## src/rtl/arc_run_ctrl.sv

```systemverilog
// arc_run_ctrl: run/halt/wake sequencer driving the core request lines with ack handshake and timeout
module arc_run_ctrl #(
  parameter bit AUTO_RUN = 1'b1,
  parameter int RST_DLY  = 16,
  parameter int TMO_W    = 12,
  parameter int TMO_CYC  = 2048,
  parameter int WAKE_CYC = 4
) (
  input  logic       clk,
  input  logic       rst_n,
  input  logic       halt_cmd,
  input  logic       run_cmd,
  input  logic       wake_cmd,
  input  logic       clr_err,
  input  logic       arc_halt_ack,
  input  logic       arc_run_ack,
  input  logic       sys_halt_r,
  input  logic       sys_sleep_r,
  output logic       arc_halt_req_a,
  output logic       arc_run_req_a,
  output logic       arc_wake_evt_a,
  output logic       busy,
  output logic       done,
  output logic       timeout_err,
  output logic [2:0] state_o
);
  typedef enum logic [2:0] {
    RST_WAIT     = 3'd0,
    IDLE         = 3'd1,
    HALT_REQ     = 3'd2,
    RUN_REQ      = 3'd3,
    ACK_WAIT_LOW = 3'd4
  } state_t;
  state_t           state_q, state_d;
  logic [7:0]       rst_cnt_q, rst_cnt_d;
  logic [TMO_W-1:0] tmo_cnt_q, tmo_cnt_d;
  logic [3:0]       wake_cnt_q, wake_cnt_d;
  logic             pend_halt_q, pend_halt_d, pend_run_q, pend_run_d;
  logic             is_halt_q, is_halt_d, halt_req_q, halt_req_d, run_req_q, run_req_d;
  logic             done_q, done_d, err_q, err_d;
  logic             halt_go, run_go, ack, tmo, in_req;
  always_comb begin
    state_d     = state_q;
    rst_cnt_d   = rst_cnt_q;
    tmo_cnt_d   = tmo_cnt_q;
    is_halt_d   = is_halt_q;
    done_d      = 1'b0;
    halt_go     = halt_cmd | pend_halt_q;
    run_go      = run_cmd | pend_run_q;
    ack         = is_halt_q ? arc_halt_ack : arc_run_ack;
    tmo         = tmo_cnt_q == TMO_W'(TMO_CYC);
    in_req      = state_q == HALT_REQ || state_q == RUN_REQ;
    pend_halt_d = pend_halt_q | halt_cmd;
    pend_run_d  = (pend_run_q | run_cmd) & ~(state_q == RUN_REQ && halt_cmd);
    case (state_q)
      RST_WAIT: begin
        rst_cnt_d = rst_cnt_q + 8'd1;
        if (!AUTO_RUN || rst_cnt_q == 8'(RST_DLY - 1)) begin
          state_d   = (AUTO_RUN && sys_halt_r) ? RUN_REQ : IDLE;
          is_halt_d = 1'b0;
          tmo_cnt_d = '0;
        end
      end
      IDLE: begin
        pend_halt_d = 1'b0;
        pend_run_d  = halt_go ? run_go : 1'b0;
        if (halt_go || run_go) begin
          is_halt_d = halt_go;
          tmo_cnt_d = '0;
          if (halt_go ? !sys_halt_r : sys_halt_r) state_d = halt_go ? HALT_REQ : RUN_REQ;
          else done_d = 1'b1;
        end
      end
      HALT_REQ, RUN_REQ: begin
        if (ack) state_d = ACK_WAIT_LOW;
        else if (tmo) state_d = IDLE;
        else tmo_cnt_d = tmo_cnt_q + 1'b1;
      end
      ACK_WAIT_LOW: begin
        if (!ack) begin
          done_d  = 1'b1;
          state_d = IDLE;
        end
      end
      default: state_d = IDLE;
    endcase
    // requests stay high only while the FSM remains in the same request state
    halt_req_d = state_q == HALT_REQ && state_d == HALT_REQ;
    run_req_d  = state_q == RUN_REQ && state_d == RUN_REQ;
    err_d      = (in_req && !ack && tmo) | (err_q & ~clr_err);
    wake_cnt_d = (wake_cmd && sys_sleep_r) ? 4'(WAKE_CYC) :
                 (wake_cnt_q != 4'd0) ? wake_cnt_q - 4'd1 : 4'd0;
  end
  always_ff @(posedge clk) begin
    if (!rst_n) begin
      state_q     <= RST_WAIT;
      rst_cnt_q   <= '0;
      tmo_cnt_q   <= '0;
      wake_cnt_q  <= '0;
      pend_halt_q <= 1'b0;
      pend_run_q  <= 1'b0;
      is_halt_q   <= 1'b0;
      halt_req_q  <= 1'b0;
      run_req_q   <= 1'b0;
      done_q      <= 1'b0;
      err_q       <= 1'b0;
    end else begin
      state_q     <= state_d;
      rst_cnt_q   <= rst_cnt_d;
      tmo_cnt_q   <= tmo_cnt_d;
      wake_cnt_q  <= wake_cnt_d;
      pend_halt_q <= pend_halt_d;
      pend_run_q  <= pend_run_d;
      is_halt_q   <= is_halt_d;
      halt_req_q  <= halt_req_d;
      run_req_q   <= run_req_d;
      done_q      <= done_d;
      err_q       <= err_d;
    end
  end
  assign arc_halt_req_a = halt_req_q;
  assign arc_run_req_a  = run_req_q;
  assign arc_wake_evt_a = wake_cnt_q != 4'd0;
  assign done           = done_q;
  assign timeout_err    = err_q;
  assign state_o        = state_q;
  assign busy           = pend_halt_q | pend_run_q |
                          (state_q != IDLE && (AUTO_RUN || state_q != RST_WAIT));
endmodule

```

## config.mk

```make
export PLATFORM = sky130hd
export DESIGN_NAME = arc_run_ctrl
export DESIGN_NICKNAME = d
export VERILOG_FILES = /design/src/rtl/arc_run_ctrl.sv
export SDC_FILE = /design/constraint.sdc
export NUM_CORES = 1
export LEC_CHECK = 0
export BUFFER_PORTS_ARGS = -buffer_cell sky130_fd_sc_hd__buf_2
export CORE_AREA = 2 2 75 48
export DETAILED_ROUTE_END_ITERATION = 7
export DIE_AREA = 0 0 77 50
export MAX_ROUTING_LAYER = met4
export PLACE_DENSITY = 0.79
export SLEW_MARGIN = 10
export SYNTH_ARGS = -nofsm -noshare
export SYNTH_HDL_FRONTEND = slang
export SYNTH_SLANG_ARGS = --single-unit
```

## constraint.sdc

```tcl
create_clock -name clk -period 4.86 [get_ports clk]
set_input_delay 0.972 -clock clk [delete_from_list [all_inputs] [get_ports clk]]
set_output_delay 0.972 -clock clk [all_outputs]
set_load 0.01 [all_outputs]
```

Word-level counts from Yosys, hierarchy flattened --
Cells that the tools add are included.
Word-level totals: word-level logic and storage cells 85, output and inout port bits 9, flip-flop bits (word level) 34, bits of input ports 10
Cells by class: reductions and logical operators 19, mux-type cells 27, equal/unequal tests 13, add/subtract/negate cells 3, bitwise operators 11
Operators with widths (number):
- $mux 12 | 4
- $pmux 12 s3 | 1
- $mux 3 | 8
- $add 12x1->12 const B | 1
- $eq 12x12->1 const B | 1
- $eq 3x2->1 const B | 4
- $pmux 3 s4 | 1
- $mux 1 | 10
- $add 8x1->8 const B | 1
- $eq 8x4->1 const B | 1
- $ne 2x2->1 const B | 4
- $logic_and 1x1->1 | 6
- $or 1x1->1 | 5
- $reduce_and 5->1 | 1
- $not 1->1 | 4
- $pmux 1 s2 | 2
- $reduce_bool 4->1 | 1
- $reduce_or 2->1 | 2
- $sub 4x1->4 const B | 1
- $eq 3x1->1 const B | 1
- $eq 3x3->1 const B | 1
- $logic_not 3->1 | 1
- $ne 3x1->1 const B | 1
- $reduce_and 3->1 | 1
- other kinds (7) | 10

Depth between registers and ports, before layout --
Gate-level depths: netlist (run 1).
word-level depth 7, gate-level depth with buffers 7, mapped depth without buffers 6

Worst setup path after synthesis (run 1) --
OpenSTA, ideal clock, no wires.
kind input to register, from input port halt_cmd, to register tmo_cnt_q[0], data required time 4.734 ns, stages on the path 5, setup time 0.126 ns, path slack 2.619 ns, path buffers 1, arrival time 2.115 ns, cell sequence or4_4 > a22oi_4 > buf_6 > a22oi_1 > mux2i_1
On the way: cells in the longest elaborated chain, start to end 4
Ends and longest elaborated chain:
- start, declared | RTL line 11 | input logic halt_cmd,
- $or 1x1->1 | RTL line 48 | halt_go = halt_cmd | pend_halt_q;
- $logic_or 1x1->1 | RTL line 67 | if (halt_go || run_go) begin
- $ne 2x2->1 (no line)
- $reduce_and 5->1 (no line)
- end signal, assigned | RTL line 110 | tmo_cnt_q <= tmo_cnt_d;
- end, declared | RTL line 36 | logic [TMO_W-1:0] tmo_cnt_q, tmo_cnt_d;
Every way passes these cells. A chain may end at the register's enable or synchronous reset.

Worst setup path in the final report (run 1) --
from register state_q[0], in the netlist state_o[0], to output port busy
On the way: cells in the longest elaborated chain, start to end 2
Ends and longest elaborated chain:
- start, declared | RTL line 34 | state_t state_q, state_d;
- start signal, assigned | RTL line 108 | state_q <= state_d;
- $ne 3x1->1 | RTL line 128 | (state_q != IDLE && (AUTO_RUN || state_q != RST_WAIT));
- $or 1x1->1 | RTL line 127 | assign busy = pend_halt_q | pend_run_q |
- end, declared | RTL line 22 | output logic busy,
Every way passes these cells.

==> flow_summary_export.csv, run 1 <==
group,metric,value,unit
run_status,status,"completed",
logic_synthesis,post-synth-top-count-cell,"dfxtp_1",
clock_network,clk_pin_slew,0.07,ns
place,pre_cts_ws,2.08,ns
global_routing,grt_antenna_before_repair,0,
logic_synthesis,yosys.area.top_type,"dfxtp_1",
sta,rsz0062_at_grt,"false",
power_and_ir_drop,ir_drop,0.000166,V
sta,setup_viol_count_final,0,
routing,drtAntennaViolNets,0,
routing,drc,0,
sta,slew_headroom,40.4,%
logic_synthesis,syn_nets,225,
clock_network,cts_sinks,34,
clock_network,cts_resized,0,
sta,hold_viol,0,
logic_synthesis,synth_common_cells,"34 x dfxtp_1, 21 x nand3_1, 20 x nor2_1",
run,cap_violations,0,
clock_network,hold_buffers,0,
finish,antenna_cells,0,
finish,layout.area.seq,681,um2
floorplan,die_w,77,um
critical_path,critPathCaptureType,"primary output",
clock_network,worstSkewPairLatency,0.29,ns
sta,fmax,377,MHz
global_routing,grt_pass1_wl,6.49,mm
sta,worst_pin_slew,0.894,ns
logic_synthesis,async_flop_share,0,%
logic_synthesis,synth_top_area_share,37.4,%
logic_synthesis,ys.flop_type,"dfxtp_1",
finish,nets,239,
global_routing,overflow,0,
place,io_buffers,18,
logic_synthesis,synth_seq_area_share,37.4,%
finish,stdcell_area,2000,um2
floorplan,fp.dieH,50,um
clock_network,clk_path_buf_depth,2,
logic_synthesis,synth.area.top_cells,"dfxtp_1 37%, mux2i_1 7.2%, nand3_1 5.8%",
logic_synthesis,syn_area,1820,um2
logic_synthesis,synth_edf_count,0,
power_and_ir_drop,p_per_area,307,nW/um2
sta,period_share,54.5,%
routing,routed_via_density,5.68,
critical_path,critPathLaunchType,"flop",
routing,drtIter0Drc,115,
place,postPlaceCellArea,1910,um2
place,dpl.hpwl,2.61,mm
global_routing,grt_max_degree,37,
critical_path,required,3.89,ns
power_and_ir_drop,power.leakage,0.750,nW
place,place.gp.congestion,0.801,
floorplan,die-area,3850,um2
floorplan,rows,16,
critical_path,arrival,1.68,ns
finish,multi_input_area,1050,um2
logic_synthesis,ys_ff_latch,34,
finish,syn_to_final_growth,10.0,%
min_path,hold_class,"reg2reg",
routing,wl_per_cell,13.6,um
clock_network,htreeDepth,2,
floorplan,coreArea,3160,um2
global_routing,globalRouteTotalUtil,21.8,%
sta,setup_tns,0,ns
finish,fin_util,63.3,%
sta,slew_violations,0,
sta,finClkSkew,0.00367,ns
routing,wirelength,3.68,mm
sta,setup_ws,2.21,ns
finish,drive_gt1_share,15.5,%
clock_network,cts_tree,"yes",
logic_synthesis,ys.warnings.count,0,
logic_synthesis,ys_types,46,
clock_network,numCtsBuffers,5,
sta,period_minus_slack,2.65,ns
finish,fillers,282,
logic_synthesis,syn_inst,211,
routing,first_pass_iters,5,
critical_path,path_class,"reg2out",
global_routing,grt_pass1_vias,1386,
clock_network,cts-root-buf,"clkbuf_8",
logic_synthesis,postSynthAreaPerCell,8.62,um2
routing,num_vias,1539,
floorplan,io_pins,19,
floorplan,start_util,57.5,%
critical_path,crit_path_max_fanout,12,
clock_network,cts_setup_buffers,0,
## flip-flops by register name, summed over array words and instances (netlist names)
register / flops
pend_halt_q: 1
timeout_err: 1
arc_halt_req_a: 1
rst_cnt_q: 8
state_o: 3
tmo_cnt_q: 12
pend_run_q: 1
wake_cnt_q: 4
is_halt_q: 1
done: 1
arc_run_req_a: 1
## placed cells by master, fill, tap and decap left out, drive strengths merged, types with 2 or more instances in the layout
master,instances
nor2,20
inv,6
mux2i,13
xor2,6
nand3,21
and2,2
nor4,4
and4,2
nor3b,2
nor3,7
ha,4
nor2b,3
o21ai,8
nand2,12
buf,18
nand4,6
and3,5
xnor2,2
a31oi,2
dfxtp,34
a21oi,15
clkinv,2
nand3b,11
a22oi,2
clkbuf,6
## worst max-delay path, stage by stage (launching register included)
cell     delay, ns
dfxtp_1       0.58
nor3b_2       0.56
nand2_1       0.09
buf_2         0.16
## stage by stage
stage                     instances  power, mW  hold slack [ns]
final                           271      0.615            0.454
after global routing            271      0.645            0.482
after CTS                       271      0.621            0.459
after detailed placement        263      0.402            0.450
after global placement          263      0.396            0.430
after floorplan                 211      0.375            0.413
## kinds of logic after synthesis
logic type | count (synthesis) | synth area share [%]
buffers and inverters | 18 | 4.68
and+or+nand+nor | 99 | 31.4
muxes | 14 | 7.77
xor gates and xnor gates | 8 | 3.85
AOI/OAI and AO/OA | 34 | 12.1
adders and majority gates | 4 | 2.75
DFF | 34 | 37.4
## path summary, 6_finish.rpt
kind	cells past startpoint	end	startpoint	slack (ns)
setup reg to reg	4	tmo_cnt_q[2]$_SDFFE_PN0P_	state_o[2]$_SDFF_PN0_	2.68
hold reg to reg	1	wake_cnt_q[0]$_SDFF_PP0_	wake_cnt_q[0]$_SDFF_PP0_	0.45
setup / recovery	3	busy	state_o[0]$_SDFF_PN0_	2.21
hold / removal	1	wake_cnt_q[0]$_SDFF_PP0_	wake_cnt_q[0]$_SDFF_PP0_	0.45
## report_power, final
part | switching (mW) | leakage, nW | internal, mW | total (mW)
logic | 0.0485 | 0.427 | 0.0397 | 0.0882
registers | 0.0119 | 0.276 | 0.295 | 0.307
clock network | 0.106 | 0.0472 | 0.114 | 0.220
total | 0.166 | 0.750 | 0.448 | 0.615
## cell type report
| class | count | share of cell area (%) |
|---|---|---|
| Inverter | 7 | 1.31 |
| Timing Repair Buffer | 18 | 4.50 |
| Clock buffer | 6 | 4.13 |
| Tap cell | 45 | 2.81 |
| Multi-Input combinational cell | 159 | 52.6 |
| Sequential cell | 34 | 34.0 |
| Clock inverter | 2 | 0.625 |
## layer usage
metal	track usage, %	part of all wire [%]	up-vias
li1	-	-	794
met1	32.5	56	706
met2	29.2	39	36
met3	5.49	4.9	3
met4	5.36	0.62	0
met5	-	0	-
(Power assumes the default switching activity.)
==> run 2: changes to the inputs <==
ABC_AREA = 1   (was unset)
CORE_AREA = 2 2 80 52   (was 2 2 75 48)
DIE_AREA = 0 0 82 54   (was 0 0 77 50)
PLACE_DENSITY = 0.72   (was 0.79)
clock period = 2.2 ns   (was 4.86 ns; I/O delays follow)
==> run 2 against run 1 <==
Against the previous run:
- register-to-register slack got worse by 2.2 ns
- final cell count increased by 32%
- worst setup slack lost 1.8 ns
- critical path depth up 1
- core utilization down 9.0 points
- combinational power increased by 53%
- clock skew grew 0.0057 ns
- die area increased by 15%
- critical path type unchanged
==> flow_summary_export.csv, run 2 <==
group,metric,value,unit
critical_path,required,1.76,ns
finish,drive_gt1_share,12.9,%
global_routing,overflow,0,
floorplan,rows,18,
place,io_buffers,18,
critical_path,r2r_setup_slack,0.47,ns
critical_path,critPathLaunch,"state_o[0]$_SDFF_PN0_",
logic_synthesis,syn_inst,287,
critical_path,r2r-start,"tmo_cnt_q[0]$_SDFFE_PN0P_",
sta,worst_pin_slew,0.434,ns
routing,num_vias,1791,
critical_path,path_class,"reg2out",
clock_network,worstSkewPairLatency,0.29,ns
clock_network,htreeDepth,2,
floorplan,die-area,4430,um2
global_routing,grt_pass1_vias,1540,
sta,slew_headroom,71.1,%
finish,antenna_cells,0,
sta,period_share,79.6,%
run,cap_violations,0,
sta,finClkSkew,0.00936,ns
logic_synthesis,ys_types,24,
global_routing,globalRouteTotalUtil,22.1,%
place,dpl.hpwl,3.03,mm
clock_network,clk_path_buf_depth,2,
clock_network,cts_setup_buffers,0,
critical_path,crit_path_max_fanout,7,
sta,period_minus_slack,1.75,ns
finish,largest_register_ffs,12,
routing,drtIter0Drc,167,
place,place.gp.congestion,0.952,
global_routing,grt_max_degree,12,
floorplan,die_w,82,um
finish,fillers,394,
run_status,status,"completed",
logic_synthesis,yosys.area.top_type,"dfxtp_1",
min_path,hold_class,"in2reg",
sta,fmax,571,MHz
critical_path,cp_slowest_cell,"dfxtp_1",
power_and_ir_drop,p_per_area,615,nW/um2
logic_synthesis,synth_edf_count,0,
logic_synthesis,async_flop_share,0,%
clock_network,cts_resized,0,
floorplan,fp.dieH,54,um
logic_synthesis,synth_top_area_share,37.0,%
logic_synthesis,synth.area.top_cells,"dfxtp_1 37%, nand2_1 15%, nor2_1 9.4%",
logic_synthesis,syn_area,1840,um2
critical_path,crit_path_max_incr_delay,0.48,ns
sta,hold_viol,0,
sta,hold_slack,0.403,ns
logic_synthesis,post-synth-top-count-cell,"nand2_1",
logic_synthesis,postSynthAreaPerCell,6.41,um2
min_path,hold_start,"clr_err",
finish,nets,322,
clock_network,cts_sinks,34,
critical_path,critPathCaptureType,"primary output",
clock_network,numCtsBuffers,5,
logic_synthesis,syn_nets,301,
global_routing,grt_antenna_before_repair,0,
routing,drtAntennaViolNets,0,
finish,syn_to_final_growth,11.8,%
critical_path,arrival,1.31,ns
min_path,hold_end,"timeout_err$_SDFF_PN0_",
min_path,holdPathStages,4,
global_routing,grt_pass1_wl,7.12,mm
critical_path,rr_endpoint,"tmo_cnt_q[1]$_SDFFE_PN0P_",
logic_synthesis,ys.warnings.count,0,
sta,setup_viol_count_final,0,
critical_path,crit_chain,"nand3_1, inv_1, nand2_1, buf_2",
power_and_ir_drop,ir_drop,0.000538,V
clock_network,cts_tree,"yes",
logic_synthesis,ys.flop_type,"dfxtp_1",
finish,final_cell_mix,"75 x nand2_1, 46 x nor2_1, 34 x dfxtp_1",
floorplan,io_pins,19,
routing,first_pass_iters,5,
clock_network,cts-root-buf,"clkbuf_8",
floorplan,coreArea,3780,um2
critical_path,critPathLaunchType,"flop",
floorplan,start_util,48.6,%
sta,rsz0062_at_grt,"false",
clock_network,clk_pin_slew,0.08,ns
power_and_ir_drop,total_power,1.26,mW
finish,layout_commonest_cell,"nand2_1",
routing,wirelength,4.01,mm
finish,largest_register,"tmo_cnt_q",
critical_path,r2r.worst_path.cells,10,
clock_network,hold_buffers,0,
routing,wl_per_cell,11.2,um
logic_synthesis,synth_seq_area_share,37.0,%
finish,top_regs,"tmo_cnt_q x12, rst_cnt_q x8, wake_cnt_q x4",
sta,setup_tns,0,ns
routing,routed_via_density,4.99,
routing,drc,0,
finish,layout.area.seq,681,um2
power_and_ir_drop,power.leakage,0.870,nW
logic_synthesis,synth_common_cells,"75 x nand2_1, 46 x nor2_1, 34 x dfxtp_1",
sta,slew_violations,0,
finish,multi_input_area,990,um2
logic_synthesis,ys_ff_latch,34,
-- run 2: worst max-delay path, delay by kind of cell, from the launching register on --
family	cells	cell delay, ns
DFF	1	0.48
buffers and inverters	2	0.31
and+or+nand+nor	2	0.22
-- run 2: logic make-up (layout without fill, tap and decap cells) --
kind of cell | Yosys count | after routing | share of synthesized area (%)
XOR/XNOR | 2 | 2 | 0.953
buffers and inverters | 41 | 63 | 9.18
AO/OA/AOI/OAI | 30 | 30 | 8.71
AND/OR/NAND/NOR | 176 | 176 | 41.4
adder cells (fa/ha/maj) | 4 | 4 | 2.72
flip-flops | 34 | 34 | 37.0
-- run 2: per-layer routing --
metal | global-route usage, % | vias to the layer above | part of all wire (%)
met5 | - | - | 0
met4 | 6.94 | 0 | 1.0
met3 | 5.87 | 7 | 7.6
met2 | 28.7 | 59 | 36
met1 | 32.6 | 766 | 56
li1 | - | 959 | -
-- run 2: final cells by class --
cell class	count	share of cell area [%]
Timing Repair Buffer	20	5.11
Clock buffer	6	3.53
Inverter	35	6.39
Sequential cell	34	33.1
Multi-Input combinational cell	212	48.1
Clock inverter	2	0.670
Tap cell	50	3.04
-- run 2: where the power goes --
| part | internal [mW] | total (mW) | switching, mW |
|---|---|---|---|
| sequential | 0.645 | 0.665 | 0.0199 |
| combinational | 0.0567 | 0.135 | 0.0787 |
| clock | 0.223 | 0.465 | 0.241 |
-- run 2: per-stage QoR --
step           worst slack (ns)  cells  instance area (um2)  utilization (%)
4_1_cts                   0.445    359                 2060             54.3
6_report                  0.449    359                 2060             54.3
5_1_grt                   0.235    359                 2060             54.3
2_1_floorplan             0.731    287                 1840                -
3_5_place_dp              0.498    351                 1970             52.1
3_3_place_gp              0.492    351                 1970             52.1
-- run 2: how the worst max path moves through the flow --
stage	to	slack, ns	depth (start not counted)
CTS	busy	0.44	4
global placement	tmo_cnt_q[1]$_SDFFE_PN0P_	0.49	10
detailed placement	tmo_cnt_q[11]$_SDFFE_PN0P_	0.50	9
global route	tmo_cnt_q[11]$_SDFFE_PN0P_	0.23	9
finish	busy	0.45	4
floorplan	tmo_cnt_q[1]$_SDFFE_PN0P_	0.73	10
==> run 3: changes to the inputs <==
clock period = 1.6 ns   (was 2.2 ns; I/O delays follow)
==> run 3 against run 2 <==
Against the previous run:
- die area is the same
- wire length is 11% higher
- non-clock buffer count is 5 higher
- clock power up 75%
- sequential power grew 37%
- final area is 6.3% higher
- combinational power grew 46%
- final cell count grew 1.4%
- critical path type unchanged
- clock skew decreased by 0.0034 ns
- highest routed layer unchanged
==> flow_summary_export.csv, run 3 (synthesized netlist as in run 2, its figures left out) <==
group,metric,value,unit
power_and_ir_drop,power.leakage,0.908,nW
finish,fillers,379,
critical_path,crit_path_max_incr_delay,0.33,ns
critical_path,critPathCaptureType,"primary output",
place,pre_cts_ws,0.0533,ns
critical_path,cpMostUsedCell,"inv_2",
finish,nets,328,
run_status,status,"completed",
finish,antenna_cells,0,
critical_path,arrival,1.17,ns
clock_network,worstSkewPairLatency,0.29,ns
routing,wirelength,4.47,mm
routing,wl_per_cell,12.3,um
global_routing,overflow,0,
clock_network,numCtsBuffers,5,
critical_path,r2r_setup_slack,0.11,ns
critical_path,critPathLaunchType,"flop",
sta,setup_viol_count_final,0,
critical_path,r2r.worst_path.cells,10,
power_and_ir_drop,p_per_area,880,nW/um2
place,io_buffers,18,
floorplan,fp.dieH,54,um
global_routing,globalRouteTotalUtil,23.3,%
finish,layout_commonest_cell,"nand2_1",
run,cap_violations,0,
global_routing,grt_max_degree,14,
clock_network,htreeDepth,2,
routing,drtAntennaViolNets,0,
routing,drc,0,
clock_network,cts-root-buf,"clkbuf_8",
sta,slew_headroom,68.6,%
global_routing,grt_pass1_wl,7.25,mm
clock_network,hold_buffers,0,
floorplan,die_w,82,um
routing,drtIter0Drc,142,
clock_network,clk_path_buf_depth,2,
finish,largest_register_ffs,12,
clock_network,cts_tree,"yes",
sta,period_minus_slack,1.49,ns
sta,period_share,93.2,%
critical_path,path_class,"reg2out",
sta,hold_viol,0,
power_and_ir_drop,total_power,1.92,mW
routing,num_vias,1890,
floorplan,coreArea,3780,um2
floorplan,io_pins,19,
global_routing,grt_pass1_vias,1574,
sta,setup_ws,0.108,ns
finish,syn_to_final_growth,18.8,%
floorplan,start_util,48.6,%
finish,largest_register,"tmo_cnt_q",
finish,final_cell_mix,"75 x nand2_1, 42 x nor2_1, 31 x dfxtp_1",
routing,first_pass_iters,5,
sta,finClkSkew,0.00595,ns
floorplan,rows,18,
place,dpl.hpwl,3.24,mm
sta,fmax,670,MHz
critical_path,crit_chain,"inv_2, nand3_1, inv_2, nand2_1, buf_2",
finish,drive_gt1_share,19.1,%
critical_path,required,1.28,ns
power_and_ir_drop,ir_drop,0.000586,V
global_routing,grt_antenna_before_repair,0,
sta,setup_tns,0,ns
finish,top_regs,"tmo_cnt_q x12, rst_cnt_q x8, wake_cnt_q x4",
place,place.gp.congestion,0.897,
min_path,hold_class,"in2reg",
clock_network,cts_sinks,34,
clock_network,clk_pin_slew,0.07,ns
sta,slew_violations,0,
finish,fin_util,57.7,%
floorplan,die-area,4430,um2
sta,worst_pin_slew,0.471,ns
critical_path,cp_slowest_cell,"dfxtp_1",
routing,routed_via_density,5.19,
critical_path,crit_path_max_fanout,6,
sta,rsz0062_at_grt,"true",
min_path,holdPathStages,4,
run 3: changes by cell type in the layout (fill, tap and decap cells not counted), moves of 2 or more:
cell	before	now
nand3_2	0	2
dfxtp_2	0	2
dfxtp_1	34	31
inv_2	3	5
nor2_2	3	7
inv_1	32	29
buf_4	2	7
nor2_1	46	42
nand3_1	30	28
run 3: area by class of cell:
| type | count | area, um2 | area share (%) |
|---|---|---|---|
| Inverter | 35 | 136 | 6.24 |
| Clock inverter | 1 | 30.0 | 1.37 |
| Timing Repair Buffer | 25 | 143 | 6.53 |
| Sequential cell | 34 | 687 | 31.4 |
| Tap cell | 50 | 62.6 | 2.86 |
| Clock buffer | 6 | 82.6 | 3.78 |
| Multi-Input combinational cell | 213 | 1040 | 47.8 |
run 3: worst paths after layout:
| check | to | start |
|---|---|---|
| hold / removal | timeout_err$_SDFF_PN0_ | clr_err |
| hold reg to reg | wake_cnt_q[0]$_SDFF_PP0_ | wake_cnt_q[0]$_SDFF_PP0_ |
| setup / recovery | busy | state_o[2]$_SDFF_PN0_ |
| setup reg to reg | tmo_cnt_q[8]$_SDFFE_PN0P_ | tmo_cnt_q[0]$_SDFFE_PN0P_ |
run 3: power breakdown:
part           switching [mW]  internal, mW
clock                   0.313         0.498
combinational           0.114        0.0828
sequential             0.0274         0.885
total                   0.455          1.47
run 3: through the flow:
stage	hold WS, ns	instance area (um2)	cells
floorplan	0.413	1840	287
global placement	0.429	2000	355
detailed placement	0.434	2000	355
CTS	0.284	2110	362
global route	0.309	2180	364
finish	0.287	2180	364
run 3: per-layer routing:
layer	vias up	global-route usage (%)	share of wire [%]
met4	0	9.17	1.4
li1	976	-	-
met2	72	31.8	40
met1	833	32.7	51
met3	9	5.54	8.3
met5	-	-	0
run 3: critical path: cells and delay by family, from the launching register on:
kind / cells / cell delay [ns]
AND/OR/NAND/NOR: 2 / 0.19
buffers and inverters: 3 / 0.36
flip-flops: 1 / 0.33
run 3: repair_timing:
action,in CTS,in global routing
resized for setup,0,20
buffers inserted,0,1
setup endpoints to repair,0,16
